## config.mk

```make
export PLATFORM = sky130hd
export DESIGN_NAME = comparator_seq_word
export DESIGN_NICKNAME = d
export VERILOG_FILES = /design/src/rtl/comparator_pkg.sv /design/src/rtl/comparator_byte.sv /design/src/rtl/comparator_seq_word.sv
export SDC_FILE = /design/constraint.sdc
export NUM_CORES = 1
export LEC_CHECK = 0
export ABC_AREA = 0
export CAP_MARGIN = 20
export CORE_ASPECT_RATIO = 1.1
export CORE_MARGIN = 1
export CORE_UTILIZATION = 45
export CTS_BUF_LIST = sky130_fd_sc_hd__clkbuf_16
export CTS_CLUSTER_DIAMETER = 200
export DETAILED_ROUTE_END_ITERATION = 10
export DONT_BUFFER_PORTS = 1
export PLACE_DENSITY = 0.63
export RECOVER_POWER = 50
export SYNTH_ARGS = -nofsm -noshare
export SYNTH_HDL_FRONTEND = slang
export SYNTH_SLANG_ARGS = --single-unit
export TNS_END_PERCENT = 20
```

## constraint.sdc

```tcl
create_clock -name clk -period 2.9 [get_ports clk]
set_input_delay 0.145 -clock clk [delete_from_list [all_inputs] [get_ports clk]]
set_output_delay 0.145 -clock clk [all_outputs]
set_load 0.01 [all_outputs]
```

## src/rtl/comparator_pkg.sv

```systemverilog
// Shared types and constants for the sequential byte-serial word comparator.
// FSM state encoding, byte width and the flag values the result registers reset to.
package comparator_pkg;

  localparam int BYTE_W = 8;

  // Result flags after reset: "equal" with neither less-than nor greater-than.
  localparam logic RST_LT = 1'b0;
  localparam logic RST_ET = 1'b1;
  localparam logic RST_GT = 1'b0;

  typedef enum logic [1:0] {
    IDLE = 2'd0,
    RUN  = 2'd1,
    DONE = 2'd2
  } state_t;

  typedef struct packed {
    logic lt;
    logic et;
    logic gt;
  } flags_t;

  localparam flags_t RST_FLAGS = '{lt: RST_LT, et: RST_ET, gt: RST_GT};

  // Flags produced by a byte pair that differs; equal pairs pass the cascade through.
  localparam flags_t FLAGS_LT = '{lt: 1'b1, et: 1'b0, gt: 1'b0};
  localparam flags_t FLAGS_GT = '{lt: 1'b0, et: 1'b0, gt: 1'b1};

endpackage : comparator_pkg

```

## src/rtl/comparator_byte.sv

```systemverilog
// Combinational 8-bit cascade compare: a difference decides the result,
// equal bytes forward the incoming l/e/g flags untouched.
module comparator_byte
  import comparator_pkg::*;
(
  input  logic [BYTE_W-1:0] a,
  input  logic [BYTE_W-1:0] b,
  input  logic              l,
  input  logic              e,
  input  logic              g,
  input  logic              signed_sel,
  output logic              lt,
  output logic              et,
  output logic              gt
);

  logic a_gt_b;
  logic a_lt_b;

  always_comb begin
    if (signed_sel) begin
      a_gt_b = $signed(a) > $signed(b);
      a_lt_b = $signed(a) < $signed(b);
    end else begin
      a_gt_b = a > b;
      a_lt_b = a < b;
    end
  end

  always_comb begin
    // NOTE: every output gets a default before the branches, so no path leaves it unassigned and no latch is inferred.
    lt = l;
    et = e;
    gt = g;
    if (a_gt_b) begin
      {lt, et, gt} = FLAGS_GT;
    end else if (a_lt_b) begin
      {lt, et, gt} = FLAGS_LT;
    end
  end

endmodule : comparator_byte

```

## src/rtl/comparator_seq_word.sv

```systemverilog
// Byte-serial magnitude comparator: one byte pair per cycle, MSB first, early exit on
// the first difference. Define COMPARATOR_SEQ_SIGNED_EN to treat the top byte as signed.
module comparator_seq_word
  import comparator_pkg::*;
#(
  parameter int NBYTES = 4
) (
  input  logic                     clk,
  input  logic                     rst_n,
  input  logic                     start,
  input  logic [8*NBYTES-1:0]      A,
  input  logic [8*NBYTES-1:0]      B,
  input  logic                     l,
  input  logic                     e,
  input  logic                     g,
  output logic                     busy,
  output logic                     done,
  output logic                     lt,
  output logic                     et,
  output logic                     gt
);

  localparam int IDX_W = $clog2(NBYTES);
  localparam logic [IDX_W-1:0] IDX_MSB = IDX_W'(NBYTES - 1);

  state_t                          state;
  logic [IDX_W-1:0]                idx;
  logic [NBYTES-1:0][BYTE_W-1:0]   a_q;
  logic [NBYTES-1:0][BYTE_W-1:0]   b_q;
  flags_t                          cas_q;

  logic [BYTE_W-1:0] a_byte;
  logic [BYTE_W-1:0] b_byte;
  logic              signed_sel;
  logic              byte_differs;
  logic              last_byte;
  logic              cmp_lt;
  logic              cmp_et;
  logic              cmp_gt;

  assign a_byte       = a_q[idx];
  assign b_byte       = b_q[idx];
  assign byte_differs = (a_byte != b_byte);
  assign last_byte    = (idx == '0);

`ifdef COMPARATOR_SEQ_SIGNED_EN
  // Only the most significant byte carries the sign; lower bytes are magnitude.
  assign signed_sel = (idx == IDX_MSB);
`else
  assign signed_sel = 1'b0;
`endif

  comparator_byte u_byte (
    .a          (a_byte),
    .b          (b_byte),
    .l          (cas_q.lt),
    .e          (cas_q.et),
    .g          (cas_q.gt),
    .signed_sel (signed_sel),
    .lt         (cmp_lt),
    .et         (cmp_et),
    .gt         (cmp_gt)
  );

  // Equal bytes leave the cascade unchanged, so the latched flags feed every byte
  // and only the terminating byte's result is ever registered.
  always_ff @(posedge clk or negedge rst_n) begin
    if (!rst_n) begin
      // NOTE: operand registers are reset too, so no stale operand survives an aborted run.
      state <= IDLE;
      busy  <= 1'b0;
      done  <= 1'b0;
      lt    <= RST_LT;
      et    <= RST_ET;
      gt    <= RST_GT;
      idx   <= '0;
      a_q   <= '0;
      b_q   <= '0;
      cas_q <= RST_FLAGS;
    end else begin
      // NOTE: non-blocking assignments here so every register samples pre-edge values.
      done <= 1'b0;
      unique case (state)
        IDLE, DONE: begin
          if (start) begin
            a_q   <= A;
            b_q   <= B;
            cas_q <= '{lt: l, et: e, gt: g};
            idx   <= IDX_MSB;
            busy  <= 1'b1;
            state <= RUN;
          end else begin
            busy  <= 1'b0;
            state <= IDLE;
          end
        end
        RUN: begin
          if (byte_differs || last_byte) begin
            lt    <= cmp_lt;
            et    <= cmp_et;
            gt    <= cmp_gt;
            busy  <= 1'b0;
            done  <= 1'b1;
            state <= DONE;
          end else begin
            idx <= idx - 1'b1;
          end
        end
        default: begin
          busy  <= 1'b0;
          state <= IDLE;
        end
      endcase
    end
  end

endmodule : comparator_seq_word
```

Word level (Yosys, flattened, before mapping)
Cells that the tools add are included.
{ "word_totals": {"ff_bits": 76, "latchBits": 0, "ram_bits": 0, "romBits": 0, "inputBits": 70, "out_inout_bits": 5, "wordCells": 57, "mem_count": 0} }
{ "op_classes": {"addsub": 1, "n_mul": 0, "div_mod_pow": 0, "order_cmp": 3, "eq_ne": 6, "n_shift": 0, "mux": 21, "bitwise": 0, "reduce_logical": 8} }
{ "ops": {"columns": ["op", "n"], "rows": [
  ["8-bit binary-select mux with 2-bit select", 2],
  ["8-bit 2-to-1 mux", 2],
  ["1-bit 2-to-1 mux", 11],
  ["8-bit > comparator", 1],
  ["8-bit < comparator", 1],
  ["8-bit != test", 1],
  ["2-bit case mux with 2 select lines", 2],
  ["2-bit 2-to-1 mux", 3],
  ["2-bit != test, second input constant", 3],
  ["2-bit zero test", 2],
  ["2-bit AND reduction", 2],
  ["2-bit by 3-bit < comparator with 1-bit output, second input constant", 1],
  ["3-bit AND reduction", 1],
  ["2-bit by 1-bit equality test with 1-bit output, second input constant", 1],
  ["2-bit equality test, second input constant", 1],
  ["1-bit case mux with 2 select lines", 1],
  ["2-bit nonzero test", 1],
  ["2-bit OR reduction", 1],
  ["2-bit by 1-bit subtractor with 2-bit output, second input constant", 1],
  ["1-bit logical OR", 1]
]} }

Longest topological paths before layout
{ "depth": {"word_depth": 6, "mapped_depth": 9, "mapped_depth_nobuf": 8} }

Cells and area by module
A second synthesis with hierarchy kept.
{ "unflattened": {"hier_cells": 381, "hier_area_um2": 3689.8} }
{ "modules_own_cells": {"columns": ["module", "instances", "cells_per_inst", "area_per_inst_um2", "seq_area_each_um2"], "rows": [
  ["comparator_seq_word", 1, 348, 3445.8, 1904.3],
  ["comparator_byte", 1, 33, 244.0, 0.0]
]} }

Worst setup path before layout
OpenSTA, ideal clock, no wires.
{ "synth_timing": {"path_kind": "flip-flop to flip-flop", "from": "register idx[0]", "to": "register gt", "setup_ps": 139, "t_arrival_ps": 2343, "required_time_ps": 2761, "path_slack_ps": 418, "path_stages_with_launch": 10, "path_buffers": 2, "synth_period_minus_slack_ps": 2482, "path_cell_list": "dfrtp_1 > buf_4 > buf_4 > mux4_2 > ha_1 > nor2b_1 > o211ai_1 > a21oi_1 > a2111oi_2 > o21ai_0"} }
{ "synth_between": {"elab_chain_len": 5, "word_cells_on_any_way": 12, "classes_between": "2 x order compare; 1 x eq/ne; 6 x mux; 3 x reduce/logical"} }
{ "synth_lines": {"columns": ["item", "line", "source"], "rows": [
  ["start: declaration", "comparator_seq_word.sv:27", "logic [IDX_W-1:0] idx;"],
  ["start signal: assignment", "comparator_seq_word.sv:106", "idx <= idx - 1'b1;"],
  ["8-bit binary-select mux with 2-bit select (on tied branches)", "comparator_seq_word.sv:41, comparator_seq_word.sv:42", null],
  ["8-bit 2-to-1 mux (on tied branches)", "comparator_seq_word.sv:41, comparator_seq_word.sv:42", null],
  ["8-bit < comparator or 8-bit != test (tied branches)", "comparator_byte.sv:26, comparator_seq_word.sv:43", null],
  ["1-bit 2-to-1 mux or 1-bit logical OR (tied branches)", "comparator_byte.sv:37, comparator_seq_word.sv:98", null],
  ["1-bit 2-to-1 mux or 2-bit AND reduction (tied branches)", null, null],
  ["end signal: assignment", "comparator_seq_word.sv:101", "gt <= cmp_gt;"],
  ["end: declaration", "comparator_seq_word.sv:20", "output logic gt"]
]} }
Parallel ways exist; a longest one is shown, timed or not. The select of a mux whose other input is x is not followed.
A chain may end at the register's enable or synchronous reset.

Worst setup path after layout
Ends and elaborated chain as after synthesis.

==> metrics.txt <==
outcome finished with violations; failing checks capacitance limit, slew limit; leading area contributor after synthesis dfrtp_1; CTS max path bufs 2; HPWL Detailed 4.35 mm; Final setup viols 0; fillers 584; max_cap viols 1; H-tree lvl count 3; post-synth top area share 0.539; Yosys warnings 0; First DRT Iteration DRCs 87; nets 375; beginning of the worst hold path start; Cells after Synth 223; initial antenna violation count 0; crit start category flip-flop; min Tclk post-route 2570 ps; Distinct cells, synth 26; clock sink count 76; PD cells 613 nW/um2; core region area 7430 um2; Slew Limit Fails 77; IO Port Bufs 0; die area 7990 um2; global-route wire length before repair 11.1 mm; via/cell ratio 5.27; routed vias 2028; Hold WS 421 ps; Yosys reg bits 76; WL final 6.55 mm; critical path arrival 2750 ps; root buf cell clkbuf_16; number of global-route vias before repair 2319; RSZ-0062 raised after global routing false; layout cells sized above 1 0.362; R2R Path Start idx[0]$_DFFE_PN0P_; Skew-Pair Late Insertion Delay 320 ps; Place WS 345 ps; Slew @ Worst Pin 1830 ps; skew final 6.14 ps; post-synthesis sequential area ratio 0.554; top post-synthesis cells by area dfrtp_1 (54%), mux2_2 (22%), mux4_2 (10%); endpoints failing hold 0; CTS tree built; P&R area growth vs syn 30.1%; Congestion Overflow GR 0; Post-CTS Resized 0; peak supply drop 0.390 mV; Routed met1 length 2.72 mm; width of the chip 85.3 um; synthesized area 3430 um2; Worst Hold Class in2reg; First-pass DRT Iterations 4; f_max 390 MHz; Residual DRC 0; Critical Path End Type flip-flop; total global-route track usage 0.187; largest net degree at the start of global routing 77; post-route ant nets 0; Slew Limit Headroom -0.218; synthesized area per cell 15.4 um2; Synthesized Nets 302; Die Ht 93.6 um; I/O pins 75; crit path from idx[0]$_DFFE_PN0P_; worst endpoint required time 3080 ps; routed wl met2 3.50 mm; Crit Path Max Fanout 19; # diodes 0; Worst-path clk slew 50 ps; part of the cycle the worst path needs 0.885; DR WL/cell 17.0 um; Initial Utilization 0.462; leakage power total 1.91 nW; Setup WS post-layout 333 ps; CTS Buf Count 9; GP Congestion 0.718; met3 wire length 226 um; Top Layer Used met4; Crit Path Class reg2reg; # rows 33; setup TNS 0 ps
what timing repair did:
| action | 4_1_cts | 5_1_grt |
|---|---|---|
| endpoints found under the hold margin | 143 | 0 |
| hold buffers | 69 | 0 |
| endpoints found under the setup margin | 0 | 0 |
| setup buffers | 0 | 0 |
final cells by class:
cell class	count	area, um2	area share
flip-flops and latches	76	1900	0.426
clock buffers	9	225	0.0504
clock inverters	4	21.3	0.00476
inverters	10	37.5	0.00840
repair buffers	74	736	0.165
multi-input cells	125	1440	0.321
well taps	87	109	0.0244
sequential cells by signal, summed over array words and instances, names as in the netlist:
register,count
et,1
idx,2
gt,1
a_q,32
b_q,32
done,1
cas_q,3
state,2
lt,1
busy,1
worst paths after layout:
| check | endpoint | slack (ps) | cells past startpoint |
|---|---|---|---|
| min in group asynchronous | a_q[6]$_DFFE_PN0P_ | 860 | 2 |
| worst max register to register | gt$_DFFE_PN0P_ | 330 | 9 |
| worst max-delay path | gt$_DFFE_PN0P_ | 330 | 9 |
| max in group asynchronous | idx[0]$_DFFE_PN0P_ | 950 | 2 |
| worst min-delay path | b_q[14]$_DFFE_PN0P_ | 420 | 3 |
| worst min register to register | b_q[31]$_DFFE_PN0P_ | 500 | 1 |
report_power, final:
group	internal, mW	leakage (nW)	total, mW	switching [mW]
Sequential	1.23	0.884	1.32	0.0963
Clock	0.557	0.124	0.941	0.384
Combinational	0.302	0.899	0.475	0.173
Total	2.09	1.91	2.74	0.653
per-layer routing:
layer  GRT usage  vias up
met5           0        -
met4      0.0708        0
met3      0.0468        7
met2       0.329       43
met1       0.221     1022
li1            -      956
worst max-delay path: stages, from the launching register on:
cell and delay, ps:
dfrtp_1 370, buf_12 200, mux4_2 540, inv_1 70, ha_1 230, nor2b_1 140
o211ai_1 170, a21oi_1 110, a2111oi_2 410, o21ai_0 170
cells in the final DEF (no fill, tap or decap):
cell / netlist / layout
inv_1: 10 / 11
or2_1: 1 / 1
o211ai_1: 1 / 1
clkbuf_16: 0 / 9
nor2_1: 4 / 4
buf_12: 0 / 1
mux2_2: 67 / 67
nor3_4: 1 / 1
a2111oi_2: 1 / 1
nor3_1: 3 / 3
nand4_2: 1 / 1
dfrtp_1: 74 / 74
o21ai_0: 5 / 5
clkbuf_2: 0 / 1
a21oi_1: 5 / 5
clkinvlp_4: 0 / 1
nor2b_4: 0 / 1
nand3_1: 1 / 1
nand4_1: 1 / 1
mux4_2: 16 / 16
or2_2: 1 / 1
ha_1: 9 / 9
nand2_1: 3 / 3
clkinv_2: 0 / 2
nand2b_1: 1 / 1
a21o_1: 1 / 1
o22a_1: 1 / 1
dlygate4sd3_1: 0 / 68
dfstp_2: 2 / 2
buf_4: 2 / 4
nor2b_1: 2 / 1
stage by stage:
step | cell area, um2 | std cells | utilization | total power, mW
floorplan | 3430 | 223 | - | 1.64
global placement | 3540 | 303 | 0.476 | 1.72
detailed placement | 3540 | 303 | 0.476 | 1.73
CTS | 4490 | 385 | 0.604 | 2.78
global route | 4470 | 385 | 0.601 | 2.88
finish | 4470 | 385 | 0.601 | 2.74
Yosys cell counts (all sizes together):
master and count:
inv 10, nor2b 2, nand2 3, nand4 2, a21oi 5, o21ai 5, mux4 16, buf 11
a21o 1, nand3 1, o22a 1, nand2b 1, a2111oi 1, dfstp 2, dfrtp 74, or2 2
clkbuf 1, mux2 67, o211ai 1, nor2 4, nor3 4, ha 9
kinds of logic (layout without fill, tap and decap cells):
group / Yosys count / in the layout / share of synthesized area
adders and majority gates: 9 / 9 / 0.0328
AOI/OAI and AO/OA: 14 / 14 / 0.0259
DFF: 76 / 76 / 0.554
and+or+nand+nor: 19 / 19 / 0.0328
muxes: 83 / 83 / 0.325
buffers and inverters: 22 / 97 / 0.0295
Power figures use the tool's default switching activity.
